File: src/rtl/seg7_pkg.sv
// Shared constants for the 4-digit 7-segment scanner: digit count, glyph table, blank pattern.
// Segment order is {g,f,e,d,c,b,a}, active-low.
package seg7_pkg;

    localparam int NUM_DIGITS = 4;

    localparam logic [6:0] SEG_OFF = 7'h7F;

    // Entry 15 first: F E d C b A 9 8 7 6 5 4 3 2 1 0
    localparam logic [15:0][6:0] SEG_GLYPHS = {
        7'h0E, 7'h06, 7'h21, 7'h46, 7'h03, 7'h08, 7'h10, 7'h00,
        7'h78, 7'h02, 7'h12, 7'h19, 7'h30, 7'h24, 7'h79, 7'h40
    };

    function automatic logic [NUM_DIGITS-1:0] anode_sel(input logic [1:0] i);
        anode_sel    = '1;
        anode_sel[i] = 1'b0;
    endfunction

endpackage

File: src/rtl/seg7_decoder.sv
// Hex nibble to active-low 7-segment glyph, purely combinational.
module seg7_decoder
    import seg7_pkg::*;
(
    input  logic [3:0] value,
    output logic [6:0] seg
);

    assign seg = SEG_GLYPHS[value];

endmodule

File: src/rtl/seg7_scanner.sv
// Time-multiplexed 4-digit 7-segment driver with per-frame snapshot and anti-ghost blanking.
// Optional leading-zero blanking when SEG7_LEADING_ZERO_BLANK_EN is defined.
module seg7_scanner
    import seg7_pkg::*;
#(
    parameter int REFRESH_DIV  = 100000,
    parameter int BLANK_CYCLES = 1000
) (
    input  logic        clk,
    input  logic        rst,
    input  logic [15:0] digits,
    input  logic [3:0]  dp_in,
    input  logic        enable,
    output logic [3:0]  an,
    output logic [6:0]  seg,
    output logic        dp
);

    localparam int CNT_W = $clog2(REFRESH_DIV);

    logic [CNT_W-1:0] cnt;
    logic [1:0]       idx;
    logic [15:0]      snap;
    logic [3:0]       snap_dp;

    logic             cnt_wrap;
    logic [3:0]       cur_digit;
    logic [6:0]       glyph;
    logic [3:0]       keep;
    logic             lit;
    logic [3:0]       an_d;
    logic [6:0]       seg_d;
    logic             dp_d;

    assign cnt_wrap = (cnt == CNT_W'(REFRESH_DIV - 1));

    always_ff @(posedge clk or negedge rst) begin
        if (!rst) begin
            cnt     <= '0;
            idx     <= '0;
            snap    <= '0;
            snap_dp <= '0;
        end else begin
            cnt <= cnt_wrap ? '0 : cnt + 1'b1;
            if (cnt_wrap) begin
                idx <= idx + 2'd1;
                // Frame boundary: take a coherent copy so no frame mixes old and new digits
                if (idx == 2'd3) begin
                    snap    <= digits;
                    snap_dp <= dp_in;
                end
            end
        end
    end

    assign cur_digit = snap[{idx, 2'b00} +: 4];

    seg7_decoder u_decoder (
        .value (cur_digit),
        .seg   (glyph)
    );

`ifdef SEG7_LEADING_ZERO_BLANK_EN
    // A digit stays dark only if it and everything above it is zero and it has no dp lit
    always_comb begin
        keep    = 4'b0001;
        keep[1] = (snap[15:4]  != 12'h000) | snap_dp[1];
        keep[2] = (snap[15:8]  != 8'h00)   | snap_dp[2];
        keep[3] = (snap[15:12] != 4'h0)    | snap_dp[3];
    end
`else
    assign keep = 4'b1111;
`endif

    always_comb begin
        lit   = enable && (32'(cnt) >= 32'(BLANK_CYCLES)) && keep[idx];
        an_d  = 4'b1111;
        seg_d = SEG_OFF;
        dp_d  = 1'b1;
        if (lit) begin
            an_d  = anode_sel(idx);
            seg_d = glyph;
            dp_d  = ~snap_dp[idx];
        end
    end

    always_ff @(posedge clk or negedge rst) begin
        if (!rst) begin
            an  <= 4'b1111;
            seg <= SEG_OFF;
            dp  <= 1'b1;
        end else begin
            an  <= an_d;
            seg <= seg_d;
            dp  <= dp_d;
        end
    end

endmodule

File: config.mk
export PLATFORM = sky130hd
export DESIGN_NAME = seg7_scanner
export DESIGN_NICKNAME = d
export VERILOG_FILES = /design/src/rtl/seg7_pkg.sv /design/src/rtl/seg7_decoder.sv /design/src/rtl/seg7_scanner.sv
export SDC_FILE = /design/constraint.sdc
export NUM_CORES = 1
export LEC_CHECK = 0
export ABC_CLOCK_PERIOD_IN_PS = 3350
export BUFFER_PORTS_ARGS = -buffer_cell sky130_fd_sc_hd__buf_2
export CAP_MARGIN = 15
export CORE_MARGIN = 5
export CORE_UTILIZATION = 35
export CTS_CLUSTER_SIZE = 28
export DETAILED_ROUTE_END_ITERATION = 10
export PLACE_DENSITY = 0.5
export SYNTH_ARGS = -nofsm -noshare
export SYNTH_HDL_FRONTEND = slang
export SYNTH_HIERARCHICAL = 1
export SYNTH_SLANG_ARGS = --single-unit
File: constraint.sdc
create_clock -name clk -period 3.35 [get_ports clk]
set_input_delay 0.67 -clock clk [delete_from_list [all_inputs] [get_ports clk]]
set_output_delay 0.67 -clock clk [all_outputs]
set_load 0.1 [all_outputs]
==> out/qor.yml, run 1 <==
status:
  status: "finished clean"
floorplan:
  core_mm2: 0.007214
  die_w_um: 96.07
  io_pins: 35
  rows: 31
  die-area_mm2: 0.009228
  start_util_pct: 35.93
  die_y_um: 96.07
setup_path:
  rr_startpoint: "idx[0]$_DFFE_PN0N_"
  timing.critical_path.required_ns: 3.59
  timing.critical_path.fanout_max: 8
  regToRegEndpoint: "seg[0]$_DFF_PN1_"
  arrival_ns: 2.69
  critPathKind: "reg -> reg"
  cp-start-kind: "register"
  r2r_cells: 7
  r2r_setup_slack_ns: 0.91
  crit_path_end_kind: "register"
sta:
  slew_violations: 0
  final-setup-viol-count: 0
  hold_slack_ns: 0.5061
  rsz0062_at_grt: "no"
  fin_worst_skew_ns: 0.009298
  finalSetupTns_ns: 0
  fin_crit_sh_pct: 72.93
  relSlewSlack_pct: 36.50
  fmax_ghz: 0.4093
  fin_crit_ns: 2.443
  worstMarginPinSlew_ns: 0.9526
  hold_violations: 0
clocking:
  cts_buffer_depth: 2
  ctsHoldBuffers: 0
  cts_tree: "built"
  postCtsResizedCells: 0
  h-tree-depth: 2
  clk_pin_slew_ns: 0.10
  clkSinkCount: 51
  cts_root_buf: "clkbuf_8"
  clk_latency_ns: 0.30
  cts_setup_buffers: 0
  cts-buffers-inserted: 5
placement:
  port_buffers: 34
  gp_congestion: 0.8220
  dp_hpwl_um: 3327
  dp.cells: 329
logic_synthesis:
  synth_top_area_share_pct: 37.64
  synth.avg_cell_area_um2: 12.96
  yosysSeqAreaShare_pct: 49.81
  synth.largest_area_cell: "dfrtp_1"
  yosysUniqueCellTypes: 40
  yosysWarningCount: 6
  yosys-top-cells-area: "dfrtp_1, dfstp_2, mux2_4"
  synthArstFlopShare_pct: 100.0
  ys_ff_latch: 51
  synth_nets: 236
  synth_area_mm2: 0.002592
  synth_edf_count: 0
  ys.flop_type: "dfrtp_1"
  netlist_instances: 200
worst_hold_path:
  hold_class: "in -> async"
finish:
  final_common_cell: "dfrtp_1"
  stdcell_count: 337
  drive_above_1_share_pct: 36.55
  syn_to_final_growth_pct: 14.58
  layout_common_cells: "dfrtp_1, buf_2, mux2_4"
  antennaDiodeCount: 0
  layout.nets: 273
power_and_ir_drop:
  max-vdd-ir-drop_v: 0.0001461
  finalPower_w: 0.001140
  pwr_density_cell_mw_per_mm2: 383.7
  p_leak_nw: 1.354
global_routing:
  grt_max_degree: 43
  grt-ovfl-total: 0
  grt_pass1_vias: 1592
  grt_pass1_wl_um: 8204
  grt_antenna_before_repair: 0
  grt_usage_pct: 11.48
detailed_routing:
  post_drt_wl_per_cell_um: 13.84
  drc: 0
  antenna_left: 0
  firstDrtPassIters: 4
  detailroute.via_count: 1546
  viasPerCell: 4.588
  drtIter0Drc: 36
  wirelength_um: 4663
job:
  cap_violations: 0
sequential cells by signal, summed over array words and instances, names as in the netlist:
register / flops
cnt: 17
an: 4
snap_dp: 4
snap: 16
dp: 1
idx: 2
seg: 7
layout make-up:
type,count,area [um2]
fillers,707,4244
flip-flops and latches,51,1291
multi-input cells,134,1220
repair buffers,37,192.7
well taps,99,123.9
clock buffers,5,68.82
clock inverters,3,43.79
inverters,8,30.03
synthesized netlist by cell type, types with 2 or more instances:
master    instances
dfrtp_1          39
mux2_4           20
nor2_1           14
ha_1             13
dfstp_2          12
xnor2_1          10
nand2_1           9
nand3_1           9
inv_1             8
nand4_1           8
nand2b_1          7
mux4_2            5
o21ai_0           5
mux2i_1           4
xor2_1            4
and3_1            3
buf_6             3
a21oi_1           2
a22o_1            2
buf_2             2
clkbuf_1          2
cell families after synthesis:
| logic type | count (synthesis) | share of synthesized area, % |
|---|---|---|
| simple gates | 64 | 14.09 |
| flops | 51 | 49.81 |
| mux | 31 | 18.92 |
| buf+inv | 15 | 3.137 |
| xor+xnor | 14 | 4.729 |
| fa+ha+maj | 13 | 6.274 |
| compound gates | 12 | 3.041 |
worst max path at each step:
stage | from | to | slack [ns] | cells past startpoint
after floorplan | idx[0]$_DFFE_PN0N_ | seg[0]$_DFF_PN1_ | 0.97 | 8
after global placement | idx[0]$_DFFE_PN0N_ | seg[0]$_DFF_PN1_ | 1.0 | 7
after detailed placement | idx[0]$_DFFE_PN0N_ | seg[0]$_DFF_PN1_ | 0.89 | 7
after CTS | idx[0]$_DFFE_PN0N_ | seg[0]$_DFF_PN1_ | 0.87 | 7
after global routing | idx[0]$_DFFE_PN0N_ | seg[0]$_DFF_PN1_ | 0.70 | 7
final | idx[0]$_DFFE_PN0N_ | seg[0]$_DFF_PN1_ | 0.91 | 7
per-stage QoR:
stage	worst slack (ns)	utilization [%]	area, um2
2_1_floorplan	0.9750	-	2592
3_3_place_gp	0.9996	39.61	2858
3_5_place_dp	0.8867	39.61	2858
4_1_cts	0.8692	41.17	2970
5_1_grt	0.7031	41.17	2970
6_report	0.9069	41.17	2970
metal layers:
| metal | track usage, % | wire length (um) |
|---|---|---|
| met3 | 3.518 | 282 |
| met5 | 0 | 0 |
| met1 | 17.82 | 2522 |
| met2 | 14.95 | 1817 |
| met4 | 3.555 | 40 |
critical path: stages, from the launching register on:
cell and delay (ns):
dfrtp_1 0.61, mux4_2 0.63, inv_1 0.17, ha_1 0.21, and2b_2 0.23, or3b_1 0.36, o21ai_0 0.06, nand2b_1 0.11
power by group:
part | switching (W) | leakage, nW | internal (W)
Combinational | 0.0000333 | 0.685 | 0.0000438
Clock | 0.000204 | 0.0581 | 0.000223
Sequential | 0.00000742 | 0.610 | 0.000628
Total | 0.000245 | 1.35 | 0.000895
No activity file was read; power rests on OpenSTA's default activity.
==> run 2: changes to the inputs <==
- ABC_AREA: unset -> 1
- ABC_CLOCK_PERIOD_IN_PS: 3350 -> 2190
- PLACE_DENSITY: 0.5 -> 0.52
- clock period: 3.35 -> 2.19 ns (I/O delays scaled with it)
==> out/qor.yml, run 2 <==
sta:
  rsz0062_at_grt: "no"  # unchanged
  finalSetupTns_ns: 0  # unchanged
  hold_slack_ns: 0.09652  # was 0.5061 ns
  slew_violations: 0  # unchanged
  fin_worst_skew_ns: 0.01310  # was 0.009298 ns
  fin_crit_sh_pct: 83.44  # was 72.93%
  worstMarginPinSlew_ns: 0.4923  # was 0.9526 ns
  fin_crit_ns: 1.827  # was 2.443 ns
  layout_setup_ws_ns: 0.3626  # was 0.9069 ns
  hold_violations: 0  # unchanged
  fmax_ghz: 0.5472  # was 0.4093 GHz
  final-setup-viol-count: 0  # unchanged
  relSlewSlack_pct: 67.41  # was 36.50%
floorplan:
  rows: 32  # was 31
  die_w_um: 99.91  # was 96.07 um
  die_y_um: 99.91  # was 96.07 um
  io_pins: 35  # unchanged
  die-area_mm2: 0.009981  # was 0.009228 mm2
  core_mm2: 0.007807  # was 0.007214 mm2
  start_util_pct: 36.23  # was 35.93%
finish:
  syn_to_final_growth_pct: 15.13  # was 14.58%
  drive_above_1_share_pct: 22.11  # was 36.55%
  layout.nets: 424  # was 273
  top_register: "cnt"  # unchanged
  nFillCells: 817  # was 707
  register_area_mm2: 0.001291  # unchanged
  top_regs: "cnt (17), snap (16), seg (7)"  # unchanged
  utilization_pct: 41.71  # was 41.17%
  stdcell_count: 491  # was 337
  multiInputGateArea_mm2: 0.001340  # was 0.001220 mm2
  antennaDiodeCount: 0  # unchanged
  largest_reg_flops: 17  # unchanged
  layout_common_cells: "nand2_1, nor2_1, dfrtp_1"  # was dfrtp_1, buf_2, mux2_4
  final_common_cell: "nand2_1"  # was dfrtp_1
detailed_routing:
  viasPerCell: 4.707  # was 4.588
  firstDrtPassIters: 4  # unchanged
  drtIter0Drc: 87  # was 36
  antenna_left: 0  # unchanged
  drc: 0  # unchanged
  wirelength_um: 6160  # was 4663 um
  detailroute.via_count: 2311  # was 1546
  post_drt_wl_per_cell_um: 12.55  # was 13.84 um
clocking:
  cts_root_buf: "clkbuf_8"  # unchanged
  cts_setup_buffers: 0  # unchanged
  cts_buffer_depth: 2  # unchanged
  ctsHoldBuffers: 0  # unchanged
  h-tree-depth: 2  # unchanged
  cts-buffers-inserted: 5  # unchanged
  postCtsResizedCells: 0  # unchanged
  clk_latency_ns: 0.31  # was 0.30 ns
  clk_pin_slew_ns: 0.10  # about the same
  clkSinkCount: 51  # unchanged
  cts_tree: "built"  # unchanged
logic_synthesis:
  ys.flop_type: "dfrtp_1"  # unchanged
  synthAdderAreaFrac_pct: 5.750  # was 6.274%
  synth_compound_area_share_pct: 4.511  # was 3.041%
  synthSimpleGateAreaFrac_pct: 33.70  # was 14.09%
  synth_top_area_share_pct: 34.50  # was 37.64%
  ys_ff_latch: 51  # unchanged
  yosysUniqueCellTypes: 26  # was 40
  synthTopCellsByCount: "nand2_1, nor2_1, dfrtp_1"  # was dfrtp_1, mux2_4, nor2_1
  synthXorXnorAreaFrac_pct: 3.406  # was 4.730%
  synth_top_family_by_area: "simple AND/OR/NAND/NOR gates"  # was multiplexers
  yosysWarningCount: 6  # unchanged
  synth_area_mm2: 0.002829  # was 0.002592 mm2
  synth.largest_area_cell: "dfrtp_1"  # unchanged
  yosysMostFrequentCell: "nand2_1"  # was dfrtp_1
  yosysSeqAreaShare_pct: 45.64  # was 49.81%
  synthArstFlopShare_pct: 100.0  # unchanged
  synth.avg_cell_area_um2: 8.060  # was 12.96 um2
  synth_nets: 387  # was 236
  yosys-top-cells-area: "dfrtp_1, nand2_1, dfstp_2"  # was dfrtp_1, dfstp_2, mux2_4
  netlist_instances: 351  # was 200
  synth_edf_count: 0  # unchanged
  synthMuxAreaShare_pct: 0  # was 18.92%
status:
  status: "finished clean"  # unchanged
setup_path:
  rr_startpoint: "idx[1]$_DFFE_PN0N_"  # was idx[0]$_DFFE_PN0N_
  crit_path_end_kind: "register"  # unchanged
  arrival_ns: 2.06  # was 2.69 ns
  critPathLaunch: "idx[1]$_DFFE_PN0N_"  # was idx[0]$_DFFE_PN0N_
  critPathKind: "reg -> reg"  # unchanged
  timing.critical_path.fanout_max: 9  # was 8
  timing.critical_path.required_ns: 2.42  # was 3.59 ns
  cp-start-kind: "register"  # unchanged
worst_hold_path:
  hold_class: "in -> async"  # unchanged
job:
  cap_violations: 0  # unchanged
placement:
  gp_congestion: 0.8948  # was 0.8220
  port_buffers: 34  # unchanged
  dp_hpwl_um: 4624  # was 3327 um
  dp.cells: 483  # was 329
  preCtsSetupSlack_ns: 0.3577  # was 0.8867 ns
power_and_ir_drop:
  p_leak_nw: 1.555  # was 1.354 nW
  pwr_density_cell_mw_per_mm2: 512.7  # was 383.7 mW/mm2
  max-vdd-ir-drop_v: 0.0002519  # was 0.0001461 V
global_routing:
  grt_antenna_before_repair: 0  # unchanged
  grt_pass1_vias: 2249  # was 1592
  grt_max_degree: 52  # was 43
  grt_usage_pct: 13.23  # was 11.48%
  grt_pass1_wl_um: 10700  # was 8204 um
  grt-ovfl-total: 0  # unchanged
==> run 2: cell count changes in the layout (fill, tap and decap cells not counted), moves of 14 or more <==
cell	previous run	this run
nand2_1	9	100
nor2_1	14	43
mux2_4	20	0
inv_1	8	27
nand3_1	9	23
nand4_1	8	22
==> run 2: path summary, 6_finish.rpt <==
check / end / cells after the start / slack (ns)
worst max-delay path: seg[3]$_DFF_PN1_ / 9 / 0.36
worst min-delay path: cnt[16]$_DFF_PN0_ / 2 / 0.1
worst max register to register: seg[3]$_DFF_PN1_ / 9 / 0.36
worst min register to register: cnt[0]$_DFF_PN0_ / 1 / 0.49
max in group asynchronous: seg[4]$_DFF_PN1_ / 2 / 1.80
min in group clk: snap[6]$_DFFE_PN0P_ / 3 / 0.37
==> run 2: where the power goes <==
group / total [W] / switching [W] / internal [W]
clock network: 0.000682 / 0.000335 / 0.000347
logic: 0.0000453 / 0.0000279 / 0.0000174
registers: 0.000942 / 0 / 0.000942
==> run 2: layout make-up <==
type / count / share of cell area [%]
multi-input combinational: 254 / 41.15
timing repair buffer: 45 / 8.144
clock buffer: 5 / 2.113
inverter: 31 / 3.573
sequential: 51 / 39.65
clock inverter: 3 / 1.460
tap: 102 / 3.919
==> run 2: layer usage <==
layer / up-vias / track usage [%] / wire (um)
met2: 51 / 19.86 / 2665
met4: 0 / 3.992 / 76
met1: 1051 / 19.04 / 3141
met3: 6 / 2.849 / 277
met5: - / 0 / 0
li1: 1203 / - / -
==> run 2: through the flow <==
step            power, W  cell area [um2]
2_1_floorplan  0.0009639             2829
3_3_place_gp    0.001006             3141
3_5_place_dp    0.001008             3141
4_1_cts         0.001703             3257
5_1_grt         0.001748             3257
6_report        0.001670             3257
==> run 2: worst max-delay path, cell delays in order (launching register included) <==
cell,delay [ns]
dfrtp_1,0.47
inv_1,0.18
o21ai_0,0.11
o22ai_1,0.18
inv_1,0.14
ha_1,0.32
nand2_1,0.05
nand3_1,0.07
nand2_1,0.05
nand3b_2,0.18
==> run 2: kinds of logic after synthesis <==
| family | count (synthesis) |
|---|---|
| flops | 51 |
| buf+inv | 46 |
| xor+xnor | 11 |
| compound gates | 23 |
| fa+ha+maj | 13 |
| simple gates | 207 |
==> run 3: changes to the inputs <==
- ABC_CLOCK_PERIOD_IN_PS: 2190 -> 1700
- PLACE_DENSITY: 0.52 -> 0.5
- clock period: 2.19 -> 1.7 ns (I/O delays scaled with it)
==> out/qor.yml, run 3 (synthesized netlist as in run 2, its figures left out) <==
floorplan:
  core_mm2: 0.007807  # unchanged
  rows: 32  # unchanged
  die_w_um: 99.91  # unchanged
  die-area_mm2: 0.009981  # unchanged
  start_util_pct: 36.23  # unchanged
  die_y_um: 99.91  # unchanged
  io_pins: 35  # unchanged
setup_path:
  critPathKind: "reg -> reg"  # unchanged
  timing.critical_path.fanout_max: 7  # was 9
  arrival_ns: 1.90  # was 2.06 ns
  r2r_setup_slack_ns: 0.03  # was 0.36 ns
  timing.critical_path.required_ns: 1.93  # was 2.42 ns
  cp-start-kind: "register"  # unchanged
  crit_path_end_kind: "register"  # unchanged
detailed_routing:
  antenna_left: 0  # unchanged
  viasPerCell: 4.691  # was 4.707
  drtIter0Drc: 71  # was 87
  drc: 0  # unchanged
  post_drt_wl_per_cell_um: 13.48  # was 12.55 um
  wirelength_um: 6849  # was 6160 um
  detailroute.via_count: 2383  # was 2311
  firstDrtPassIters: 4  # unchanged
placement:
  preCtsSetupSlack_ns: -0.004628  # was 0.3577 ns
  dp.cells: 490  # was 483
  gp_congestion: 0.8705  # was 0.8948
  port_buffers: 34  # unchanged
  dp_hpwl_um: 4942  # was 4624 um
power_and_ir_drop:
  power.switching_w: 0.0004615  # was 0.0003634 W
  p_comb_share_pct: 2.8  # was 2.7%
  p_leak_nw: 1.658  # was 1.555 nW
  p_int_w: 0.001677  # was 0.001306 W
  pwr_density_cell_mw_per_mm2: 602.8  # was 512.7 mW/mm2
  switching_share_pct: 21.59  # was 21.76%
  clockPowerShare_pct: 40.4  # was 40.9%
  max-vdd-ir-drop_v: 0.0002617  # was 0.0002519 V
  pwr-share-seq_pct: 56.8  # was 56.4%
sta:
  hold_slack_ns: 0.2737  # was 0.09652 ns
  layout_setup_ws_ns: 0.03257  # was 0.3626 ns
  worstMarginPinSlew_ns: 0.4904  # was 0.4923 ns
  relSlewSlack_pct: 67.53  # was 67.41%
  fin_crit_sh_pct: 98.08  # was 83.44%
  rsz0062_at_grt: "yes"  # was no
  fmax_ghz: 0.5997  # was 0.5472 GHz
  slew_violations: 0  # unchanged
  fin_crit_ns: 1.667  # was 1.827 ns
  hold_violations: 0  # unchanged
  final-setup-viol-count: 0  # unchanged
  fin_worst_skew_ns: 0.01089  # was 0.01310 ns
finish:
  syn_to_final_growth_pct: 25.39  # was 15.13%
  multiInputGateArea_mm2: 0.001480  # was 0.001340 mm2
  top_regs: "cnt (17), snap (16), seg (7)"  # unchanged
  stdcell_count: 508  # was 491
  top_register: "cnt"  # unchanged
  drive_above_1_share_pct: 32.27  # was 22.11%
  layout.nets: 441  # was 424
  final_common_cell: "nand2_1"  # unchanged
  layout_common_cells: "nand2_1, dfrtp_1, nor2_1"  # was nand2_1, nor2_1, dfrtp_1
  nFillCells: 800  # was 817
  largest_reg_flops: 17  # unchanged
  antennaDiodeCount: 0  # unchanged
  register_area_mm2: 0.001292  # was 0.001291 mm2
job:
  cap_violations: 0  # unchanged
clocking:
  clk_latency_ns: 0.30  # was 0.31 ns
  cts-buffers-inserted: 5  # unchanged
  cts_tree: "built"  # unchanged
  clkSinkCount: 51  # unchanged
  cts_buffer_depth: 2  # unchanged
  h-tree-depth: 2  # unchanged
  cts_root_buf: "clkbuf_8"  # unchanged
  clk_pin_slew_ns: 0.10  # about the same
global_routing:
  grt_max_degree: 34  # was 52
  grt-ovfl-total: 0  # unchanged
  grt_usage_pct: 14.23  # was 13.23%
  grt_pass1_wl_um: 11500  # was 10700 um
  grt_antenna_before_repair: 0  # unchanged
  grt_pass1_vias: 2391  # was 2249
status:
  status: "finished clean"  # unchanged
worst_hold_path:
  hold_class: "in -> reg"  # was in -> async
run 3: cell count changes in the layout (fill, tap and decap cells not counted), sizes merged:
cell / before / now
buf: 45 / 61
clkinv: 1 / 2
dlygate4sd3: 0 / 1
inv: 32 / 31
run 3: final timing paths:
path,from,endpoint,depth (start not counted)
hold / removal,digits[5],snap[5]$_DFFE_PN0P_,3
setup / recovery,idx[0]$_DFFE_PN0N_,seg[2]$_DFF_PN1_,8
min in group asynchronous,rst,cnt[16]$_DFF_PN0_,2
setup reg to reg,idx[0]$_DFFE_PN0N_,seg[2]$_DFF_PN1_,8
hold reg to reg,snap_dp[2]$_DFFE_PN0P_,snap_dp[2]$_DFFE_PN0P_,2
max in group asynchronous,rst,an[3]$_DFF_PN1_,3
run 3: stage by stage:
step | util (%) | area, um2 | power [W] | setup TNS [ns]
after floorplan | - | 2880 | 0.001242 | 0
after global placement | 41.30 | 3224 | 0.001298 | 0
after detailed placement | 41.30 | 3224 | 0.001299 | -0.004628
after CTS | 43.16 | 3369 | 0.002189 | 0
after global routing | 45.43 | 3547 | 0.002214 | -0.3558
final | 45.43 | 3547 | 0.002138 | 0
run 3: worst max-delay path: stages, from the launching register on:
cell and delay [ns]:
dfrtp_2 0.47, inv_4 0.08, buf_4 0.14, o21ai_0 0.19
o22ai_2 0.15, buf_2 0.18, nand3_1 0.09, o21ai_0 0.08
nand3b_2 0.19
run 3: final cells by class:
type                            count  share of cell area, %
Clock inverter                      3                  1.235
Tap cell                          102                  3.598
Multi-Input combinational cell    254                  41.73
Sequential cell                    51                  36.44
Inverter                           31                  3.422
Timing Repair Buffer               62                  11.64
Clock buffer                        5                  1.940
run 3: layer usage:
| layer | vias to the layer above | track usage (%) | share of wire (%) |
|---|---|---|---|
| met5 | - | 0 | 0 |
| met1 | 1099 | 20.01 | 49 |
| met4 | 0 | 3.992 | 0.80 |
| met2 | 47 | 22.42 | 47 |
| li1 | 1233 | - | - |
| met3 | 4 | 2.641 | 4.1 |
run 3: power groups by stage:
stage / clock (W) / sequential [W] / combinational, W
after floorplan: 0 / 0.00124 / 0.00000501
after global placement: 0 / 0.00124 / 0.0000611
after detailed placement: 0 / 0.00124 / 0.0000622
after CTS: 0.000911 / 0.00121 / 0.0000640
after global routing: 0.000928 / 0.00121 / 0.0000720
final: 0.000864 / 0.00121 / 0.0000608
run 3: what timing repair did:
| action | CTS | global route |
|---|---|---|
| hold endpoints to repair | 16 | 0 |
| setup endpoints to repair | 1 | 18 |
| pin swaps | 1 | 8 |
| buffers inserted | 3 | 4 |
| gates cloned | 0 | 2 |
| resized for setup | 2 | 38 |
| hold buffers | 1 | 0 |
